==> src/rtl/proc_pkg.sv <==
// Constants shared between the fetch queue and the processor core.
// The queue entry layout lives here so both sides agree on field order.
package proc_pkg;

    localparam int PC_W    = 10;
    localparam int INSTR_W = 16;
    localparam int ENTRY_W = INSTR_W + PC_W;

    localparam logic [PC_W-1:0] DEFAULT_RESET_PC = 10'd0;
    localparam logic [PC_W-1:0] PC_ONE           = 10'd1;

    typedef struct packed {
        logic [INSTR_W-1:0] instr;
        logic [PC_W-1:0]    pc;
    } fq_entry_t;

    // Wraps 1023 -> 0 silently; there is no overflow flag.
    function automatic logic [PC_W-1:0] pc_inc(input logic [PC_W-1:0] pc);
        return pc + PC_ONE;
    endfunction

endpackage

==> src/rtl/sync_fifo.sv <==
// Circular-buffer FIFO with a flush that empties it in one cycle.
// Occupancy is tracked by count, so head == tail is never used to tell full from empty.
module sync_fifo #(
    parameter int WIDTH = 26,
    parameter int DEPTH = 4
) (
    input  logic                     clk,
    input  logic                     reset,
    input  logic                     flush,
    input  logic                     wr_en,
    input  logic [WIDTH-1:0]         wr_data,
    input  logic                     rd_en,
    output logic [WIDTH-1:0]         rd_data,
    output logic [$clog2(DEPTH):0]   count
);

    localparam int AW = $clog2(DEPTH);
    localparam logic [AW:0] FULL_COUNT = (AW+1)'(DEPTH);

    logic [WIDTH-1:0] mem [DEPTH];
    logic [AW-1:0]    head_reg, head_next;
    logic [AW-1:0]    tail_reg, tail_next;
    logic [AW:0]      count_reg, count_next;
    logic             wr_ok, rd_ok;

    // Guard against overrun/underrun even if the caller misqualifies.
    assign wr_ok = wr_en && !flush && (count_reg != FULL_COUNT);
    assign rd_ok = rd_en && !flush && (count_reg != '0);

    always_comb begin
        head_next  = head_reg;
        tail_next  = tail_reg;
        count_next = count_reg;
        if (flush) begin
            head_next  = '0;
            tail_next  = '0;
            count_next = '0;
        end else begin
            if (wr_ok) tail_next = tail_reg + AW'(1);
            if (rd_ok) head_next = head_reg + AW'(1);
            case ({wr_ok, rd_ok})
                2'b10:   count_next = count_reg + (AW+1)'(1);
                2'b01:   count_next = count_reg - (AW+1)'(1);
                default: count_next = count_reg;
            endcase
        end
    end

    always_ff @(posedge clk or posedge reset) begin
        if (reset) begin
            head_reg  <= '0;
            tail_reg  <= '0;
            count_reg <= '0;
        end else begin
            head_reg  <= head_next;
            tail_reg  <= tail_next;
            count_reg <= count_next;
        end
    end

    // Storage is never cleared; stale slots are unreachable once count says so.
    always_ff @(posedge clk) begin
        if (wr_ok) mem[tail_reg] <= wr_data;
    end

    assign rd_data = mem[head_reg];
    assign count   = count_reg;

endmodule

==> src/rtl/fetch_queue.sv <==
// Instruction fetch queue: owns the fetch pointer, qualifies enqueue/dequeue,
// and gives redirects absolute priority over fetch and decode handshakes.
module fetch_queue
    import proc_pkg::*;
#(
    parameter int              DEPTH    = 4,
    parameter logic [PC_W-1:0] RESET_PC = DEFAULT_RESET_PC
) (
    input  logic                     clk,
    input  logic                     reset,
    input  logic                     fetch_enable,
    output logic [PC_W-1:0]          imem_addr,
    input  logic [INSTR_W-1:0]       imem_data,
    output logic                     instr_valid,
    input  logic                     instr_ready,
    output logic [INSTR_W-1:0]       instr_data,
    output logic [PC_W-1:0]          instr_pc,
    input  logic                     redirect_valid,
    input  logic [PC_W-1:0]          redirect_pc,
    output logic [$clog2(DEPTH):0]   count
);

    localparam int CW = $clog2(DEPTH) + 1;
    localparam logic [CW-1:0] FULL_COUNT = CW'(DEPTH);

    logic [PC_W-1:0] fetch_pc_reg, fetch_pc_next;
    logic            enq, deq;
    fq_entry_t       wr_entry, rd_entry;
    logic [CW-1:0]   fifo_count;

    // No fetch-through-full: a full queue stalls fetch even if decode drains this cycle.
    assign enq = fetch_enable && (fifo_count != FULL_COUNT) && !redirect_valid;
    assign deq = instr_valid && instr_ready && !redirect_valid;

    always_comb begin
        fetch_pc_next = fetch_pc_reg;
        if (redirect_valid)
            fetch_pc_next = redirect_pc;
        else if (enq)
            fetch_pc_next = pc_inc(fetch_pc_reg);
    end

    always_ff @(posedge clk or posedge reset) begin
        if (reset)
            fetch_pc_reg <= RESET_PC;
        else
            fetch_pc_reg <= fetch_pc_next;
    end

    assign wr_entry.instr = imem_data;
    assign wr_entry.pc    = fetch_pc_reg;

    sync_fifo #(
        .WIDTH (ENTRY_W),
        .DEPTH (DEPTH)
    ) u_fifo (
        .clk     (clk),
        .reset   (reset),
        .flush   (redirect_valid),
        .wr_en   (enq),
        .wr_data (wr_entry),
        .rd_en   (deq),
        .rd_data (rd_entry),
        .count   (fifo_count)
    );

    assign imem_addr   = fetch_pc_reg;
    assign instr_valid = (fifo_count != '0);
    assign instr_data  = rd_entry.instr;
    assign instr_pc    = rd_entry.pc;
    assign count       = fifo_count;

endmodule

==> config.mk <==
export PLATFORM = sky130hd
export DESIGN_NAME = fetch_queue
export DESIGN_NICKNAME = d
export VERILOG_FILES = /design/src/rtl/proc_pkg.sv /design/src/rtl/sync_fifo.sv /design/src/rtl/fetch_queue.sv
export SDC_FILE = /design/constraint.sdc
export NUM_CORES = 1
export LEC_CHECK = 0
export CELL_PAD_IN_SITES_DETAIL_PLACEMENT = 1
export CELL_PAD_IN_SITES_GLOBAL_PLACEMENT = 1
export CORE_MARGIN = 10
export CORE_UTILIZATION = 50
export DETAILED_ROUTE_END_ITERATION = 8
export HOLD_SLACK_MARGIN = 0.08
export PLACE_DENSITY = 0.84
export SLEW_MARGIN = 30
export SYNTH_ARGS = -nofsm -noshare
export SYNTH_HDL_FRONTEND = slang
export SYNTH_SLANG_ARGS = --single-unit
==> constraint.sdc <==
create_clock -name clk -period 5.3 [get_ports clk]
set_input_delay 1.06 -clock clk [delete_from_list [all_inputs] [get_ports clk]]
set_output_delay 1.06 -clock clk [all_outputs]
set_load 0.05 [all_outputs]
Word-level counts from Yosys, hierarchy flattened
Memories as Yosys holds them, arrays and structs flattened.
Cells that the tools add are included.
{ "totals": {"reg_bits": 17, "latchBits": 0, "ramBits": 104, "mem_bits_ro": 0, "input_bits": 31, "output_inout_bits": 40, "word_cells": 37, "mem_count": 1} }
{ "memory_table": {"columns": ["name", "depth", "width", "rd", "rd_clocked_by_memory_dff", "write_ports", "line", "rtl"], "rows": [
  ["u_fifo.mem", 4, 26, 1, 0, 1, "sync_fifo.sv:20", "logic [WIDTH-1:0] mem [DEPTH];"]
]} }
{ "classes": {"addsub": 5, "multipliers": 0, "div": 0, "magnitude_cmp": 0, "eq_ne": 3, "shifts": 0, "n_mux": 10, "bitwise_logic": 0, "reduce_logical": 14} }
{ "op_table": {"columns": ["op", "count"], "rows": [
  ["2-to-1 mux 10 bit", 2],
  ["adder 10 x 1 -> 10 bit (second input constant)", 1],
  ["logical AND 1 bit", 8],
  ["2-to-1 mux 2 bit", 4],
  ["one-hot mux 3 bit (2 select lines)", 1],
  ["nonzero test 2 bit", 3],
  ["nonzero test 3 bit", 2],
  ["adder 2 x 1 -> 2 bit (second input constant)", 2],
  ["adder 3 x 1 -> 3 bit (second input constant)", 1],
  ["2-to-1 mux 3 bit", 1],
  ["!= test 3 bit (second input constant)", 1],
  ["subtractor 3 x 1 -> 3 bit (second input constant)", 1],
  ["equality test 2 x 1 -> 1 bit (second input constant)", 1],
  ["equality test 2 bit (second input constant)", 1],
  ["2-to-1 mux 1 bit", 2],
  ["logical NOT 1 bit", 1]
]} }

Depth between registers and ports, before layout
{ "depth": {"word_depth": 8, "mapped_depth": 7, "ltp_nobuf": 6} }

Modules after synthesis
From an unflattened synthesis, not the netlist that was laid out.
{ "unflattened": {"hier_cells": 251, "area_unflattened_um2": 4859.7} }
{ "modules_own_cells": {"columns": ["module", "instances", "cells_each", "area_per_inst_um2"], "rows": [
  ["sync_fifo", 1, 189, 4252.8],
  ["fetch_queue", 1, 62, 606.8]
]} }

Worst setup path after synthesis
No wires, ideal clock.
{ "synth_timing": {"kind": "input-to-reg", "from": "in redirect_valid", "to": "reg u_fifo.count_reg[2], in the netlist u_fifo.count[2]", "t_arrival_ps": 2631, "t_required_ps": 5226, "setup_slack_ps": 2595, "cell_stages": 7, "n_path_buf": 2, "path_cell_list": "clkbuf_1 > clkbuf_1 > a211oi_1 > fa_1 > a211o_1 > a21o_1 > a21oi_2"} }
{ "synth_via": {"elab_chain_len": 7} }
{ "synth_lines": {"columns": ["element", "line", "rtl"], "rows": [
  ["start: declaration", "fetch_queue.sv:18", "input logic redirect_valid,"],
  ["logical NOT 1 bit", null, null],
  ["logical AND 1 bit, on equally long branches", "fetch_queue.sv:33, fetch_queue.sv:32", null],
  ["logical AND 1 bit, on equally long branches (2 in a row)", "sync_fifo.sv:28, sync_fifo.sv:27", null],
  ["equality test 2 x 1 -> 1 bit or equality test 2 bit (tied branches)", "sync_fifo.sv:41", "case ({wr_ok, rd_ok})"],
  ["one-hot mux 3 bit (2 select lines)", "sync_fifo.sv:41", null],
  ["2-to-1 mux 3 bit", "sync_fifo.sv:34", "if (flush) begin"],
  ["end signal: assignment", "sync_fifo.sv:57", "count_reg <= count_next;"],
  ["end: declaration", "sync_fifo.sv:23", "logic [AW:0] count_reg, count_next;"]
]} }
Several ways; a longest one is shown, not always the timed one.
A chain may end at the register's enable or synchronous reset.

Worst setup path after layout
{ "layout_timing": {"from": "reg u_fifo.head_reg[1]", "to": "out instr_data[9]"} }
{ "layout_via": {"elab_chain_len": 1} }
{ "layout_lines": {"columns": ["element", "line", "rtl"], "rows": [
  ["start: declaration", "sync_fifo.sv:21", "logic [AW-1:0] head_reg, head_next;"],
  ["start signal: assignment", "sync_fifo.sv:55", "head_reg <= head_next;"],
  ["memory read (4 x 26 bit)", null, null],
  ["end: declaration", "fetch_queue.sv:16", "output logic [INSTR_W-1:0] instr_data,"]
]} }
No other way between the ends.

==> results.md <==
* Status: finished, final reports clean
* P_leak at 2.10 nW
* Starting DRC count in detailed routing at around 160
* Initial antenna violation count at 0
* Hold path startpoint: imem_addr[9]$_DFFE_PP0P_
* Final min period at roughly 3.9 ns
* Largest family of logic cells by synthesized area: multiplexers
* Die H at 118 um
* Max VDD drop at just over 0.3 mV
* DRC at 0
* Syn_area_per_cell at just under 20 um^2
* CP Class: register to output pin
* Least-Margin Pin Slew at between 0.8 and 0.9 ns
* Commonest cells after routing, fill and taps aside: edfxtp_1 (104), clkdlybuf4s50_1 (70), mux4_2 (26), clkbuf_16 (16), dfrtp_1 (16)
* Detailed Routing Iterations Pass 1 at 4
* Top_reg_cell synth: edfxtp_1
* Routed Antenna Nets at 0
* M1 WL at between 4 and 5 mm
* Post-synthesis mux area share at 0.133
* Hold Path Sink: u_fifo.mem[3][9]$_DFFE_PP_
* # Max-Cap Violations at 0
* Worst Hold Class: register to register
* Power density cells at ~530 nW/um^2
* Commonest non-fill, non-tap cell in the layout: edfxtp_1
* Final Cycle Share at 0.727
* CP max FO at 18
* Die width at approximately 120 um
* Mapped Area at 4790 um^2
* Max reg flops at roughly 100
* Dpl hpwl at 6.68 mm
* Post-cts resize count at 0
* Async set-reset flop share out of synthesis at 0.140
* R2r worst-path depth at 5
* Top delay family on crit path: buffers and inverters
* Seq cells post-synth at about 120
* Die ar. at ~14,000 um^2
* Worst path max stage delay at around 0.9 ns
* Port buffer count at 70
* WL per Instance at ~22 um
* Area growth, synth to finish at 30.1%
* Gpl congestion at roughly 0.74
* Post-synth EDFFs at between 100 and 150
* CTS tree: built
* Num CTS Buffers at 17
* H-tree levels at 4
* Total GRT Usage at 0.157
* Hold-fix buffers at CTS at 0
* Gr ovfl total at 0
* WP buf/inv at 2
* CP max-delay cell: dfrtp_1
* Worst Setup Start Kind: register
* Synth Instances at around 240
* Adder-Cell Fraction of Synth Area at 0.0172
* Final-report hold violation count at 0
* Vias per Instance at between 5 and 6
* Clock buffer depth at 2
* Initial core utilization at 0.516
* Postcts setup bufs at 0
* Simple-Gate Fraction of Synth Area at 0.0527
* Worst skew pair latency at between 0.5 and 0.6 ns
* Final net count at 364
* Largest net degree at the start of global routing at 29
* RSZ-0062 raised after global routing: false
* Reg-to-Reg Start: u_fifo.count[0]$_DFFE_PP0P_
* Vias in the first global route at 2,885
* CP Cell Sequence: buf_4 > mux4_2 > clkdlybuf4s50_1
* DR top layer: met4
* Setup_tns at 0 ns
* Fmax at 260 MHz
* CP required at around 4.2 ns
* R2R Setup Slk at between 2 and 3 ns
* Synth Area in Compound Gates at 0.0188
* Slew margin rel. at 0.428
* Area after DPL at 5650 um^2
* RR Endpoint: u_fifo.mem[2][1]$_DFFE_PP_
* Clock skew at about 0.0087 ns
* First-pass GRT wire length at between 15 and 20 mm
* Sequential-to-total area share from yosys stat at 0.740
* CP Capture Type: output pin
* Max Slew Vio Count at 0
* Io pins at just over 70
* Syn_nets at between 200 and 300
* XOR/XNOR Fraction of Synth Area at 0.0238
* Ys Warns at 0
* CTS clock-pin slew for the worst setup and hold paths at 0.06 ns
* Synth unique cells at 37
* Vias at between 2k and 3k
* Root Driver: clkbuf_8
* Critical path data arrival time at ~2.8 ns
* Share of post-route cells with drive strength above 1 at 0.203
* TritonCTS Sinks at 121
* Total wire length at 10.4 mm
* Diode count at 0
* Met2 wire length at around 5.3 mm
* Rows at 35
* Core Box Area at between 9000 and 10,000 um^2
* # setup viols final at 0
* Wire length on met3 at roughly 580 um
* Fin area at 6240 um^2
* Hold depth at 0
[final cells by class]
class	count	area, um^2
multi-input cells	108	1180
well taps	129	161
fillers	799	3050
clock buffers	17	414
repair buffers	76	746
clock inverters	15	173
flip-flops and latches	121	3550
inverters	3	11.3
[stage by stage]
step	util	setup WS (ns)	std cells	hold WS (ns)	total power, mW
6_report	0.672	1.45	469	0.584	3.29
5_1_grt	0.672	1.30	469	0.619	3.43
4_1_cts	0.671	1.26	469	0.578	3.32
3_5_place_dp	0.608	1.86	437	0.566	2.19
3_3_place_gp	0.608	1.86	437	0.558	2.17
2_1_floorplan	-	2.59	243	0.543	1.88
[cells by family (layout without fill, tap and decap cells)]
logic type                 Yosys count  after routing
DFF                                121            121
and+or+nand+nor                     44             44
muxes                               31             31
AOI/OAI and AO/OA                   14             14
buffers and inverters               14            111
xor gates and xnor gates            13             13
adders and majority gates            6              6
[cell usage after synthesis, types with 4 or more instances]
master / number / area, um^2
buf_2: 4 / 20.0
nand2_1: 11 / 41.3
nor2_1: 5 / 18.8
mux4_2: 26 / 586
dfrtp_1: 17 / 425
xor2_1: 6 / 52.6
nand3_1: 6 / 30.0
and2_1: 4 / 25.0
o21ai_1: 8 / 40.0
edfxtp_1: 104 / 3120
ha_1: 5 / 62.6
clkbuf_1: 6 / 22.5
xnor2_1: 7 / 61.3
[worst max path at each step]
stage | startpoint | endpoint | cells after the start
after floorplan | redirect_valid | u_fifo.count[2]$_DFFE_PP0P_ | 7
after global placement | u_fifo.head_reg[0]$_DFFE_PP0P_ | instr_pc[3] | 2
after detailed placement | u_fifo.head_reg[0]$_DFFE_PP0P_ | instr_pc[1] | 2
after CTS | u_fifo.head_reg[0]$_DFFE_PP0P_ | instr_pc[3] | 2
after global routing | u_fifo.head_reg[1]$_DFFE_PP0P_ | instr_data[9] | 3
final | u_fifo.head_reg[1]$_DFFE_PP0P_ | instr_data[9] | 3
[report_power, final]
part / internal, mW / switching, mW
clock: 0.715 / 0.402
combinational: 0.373 / 0.552
sequential: 1.12 / 0.125
[metal layers]
layer / up-vias / GRT usage
met1: 1344 / 0.190
met3: 9 / 0.0513
met2: 88 / 0.256
met4: 0 / 0.0603
li1: 1141 / -
met5: - / 0
(Power assumes the default switching activity.)
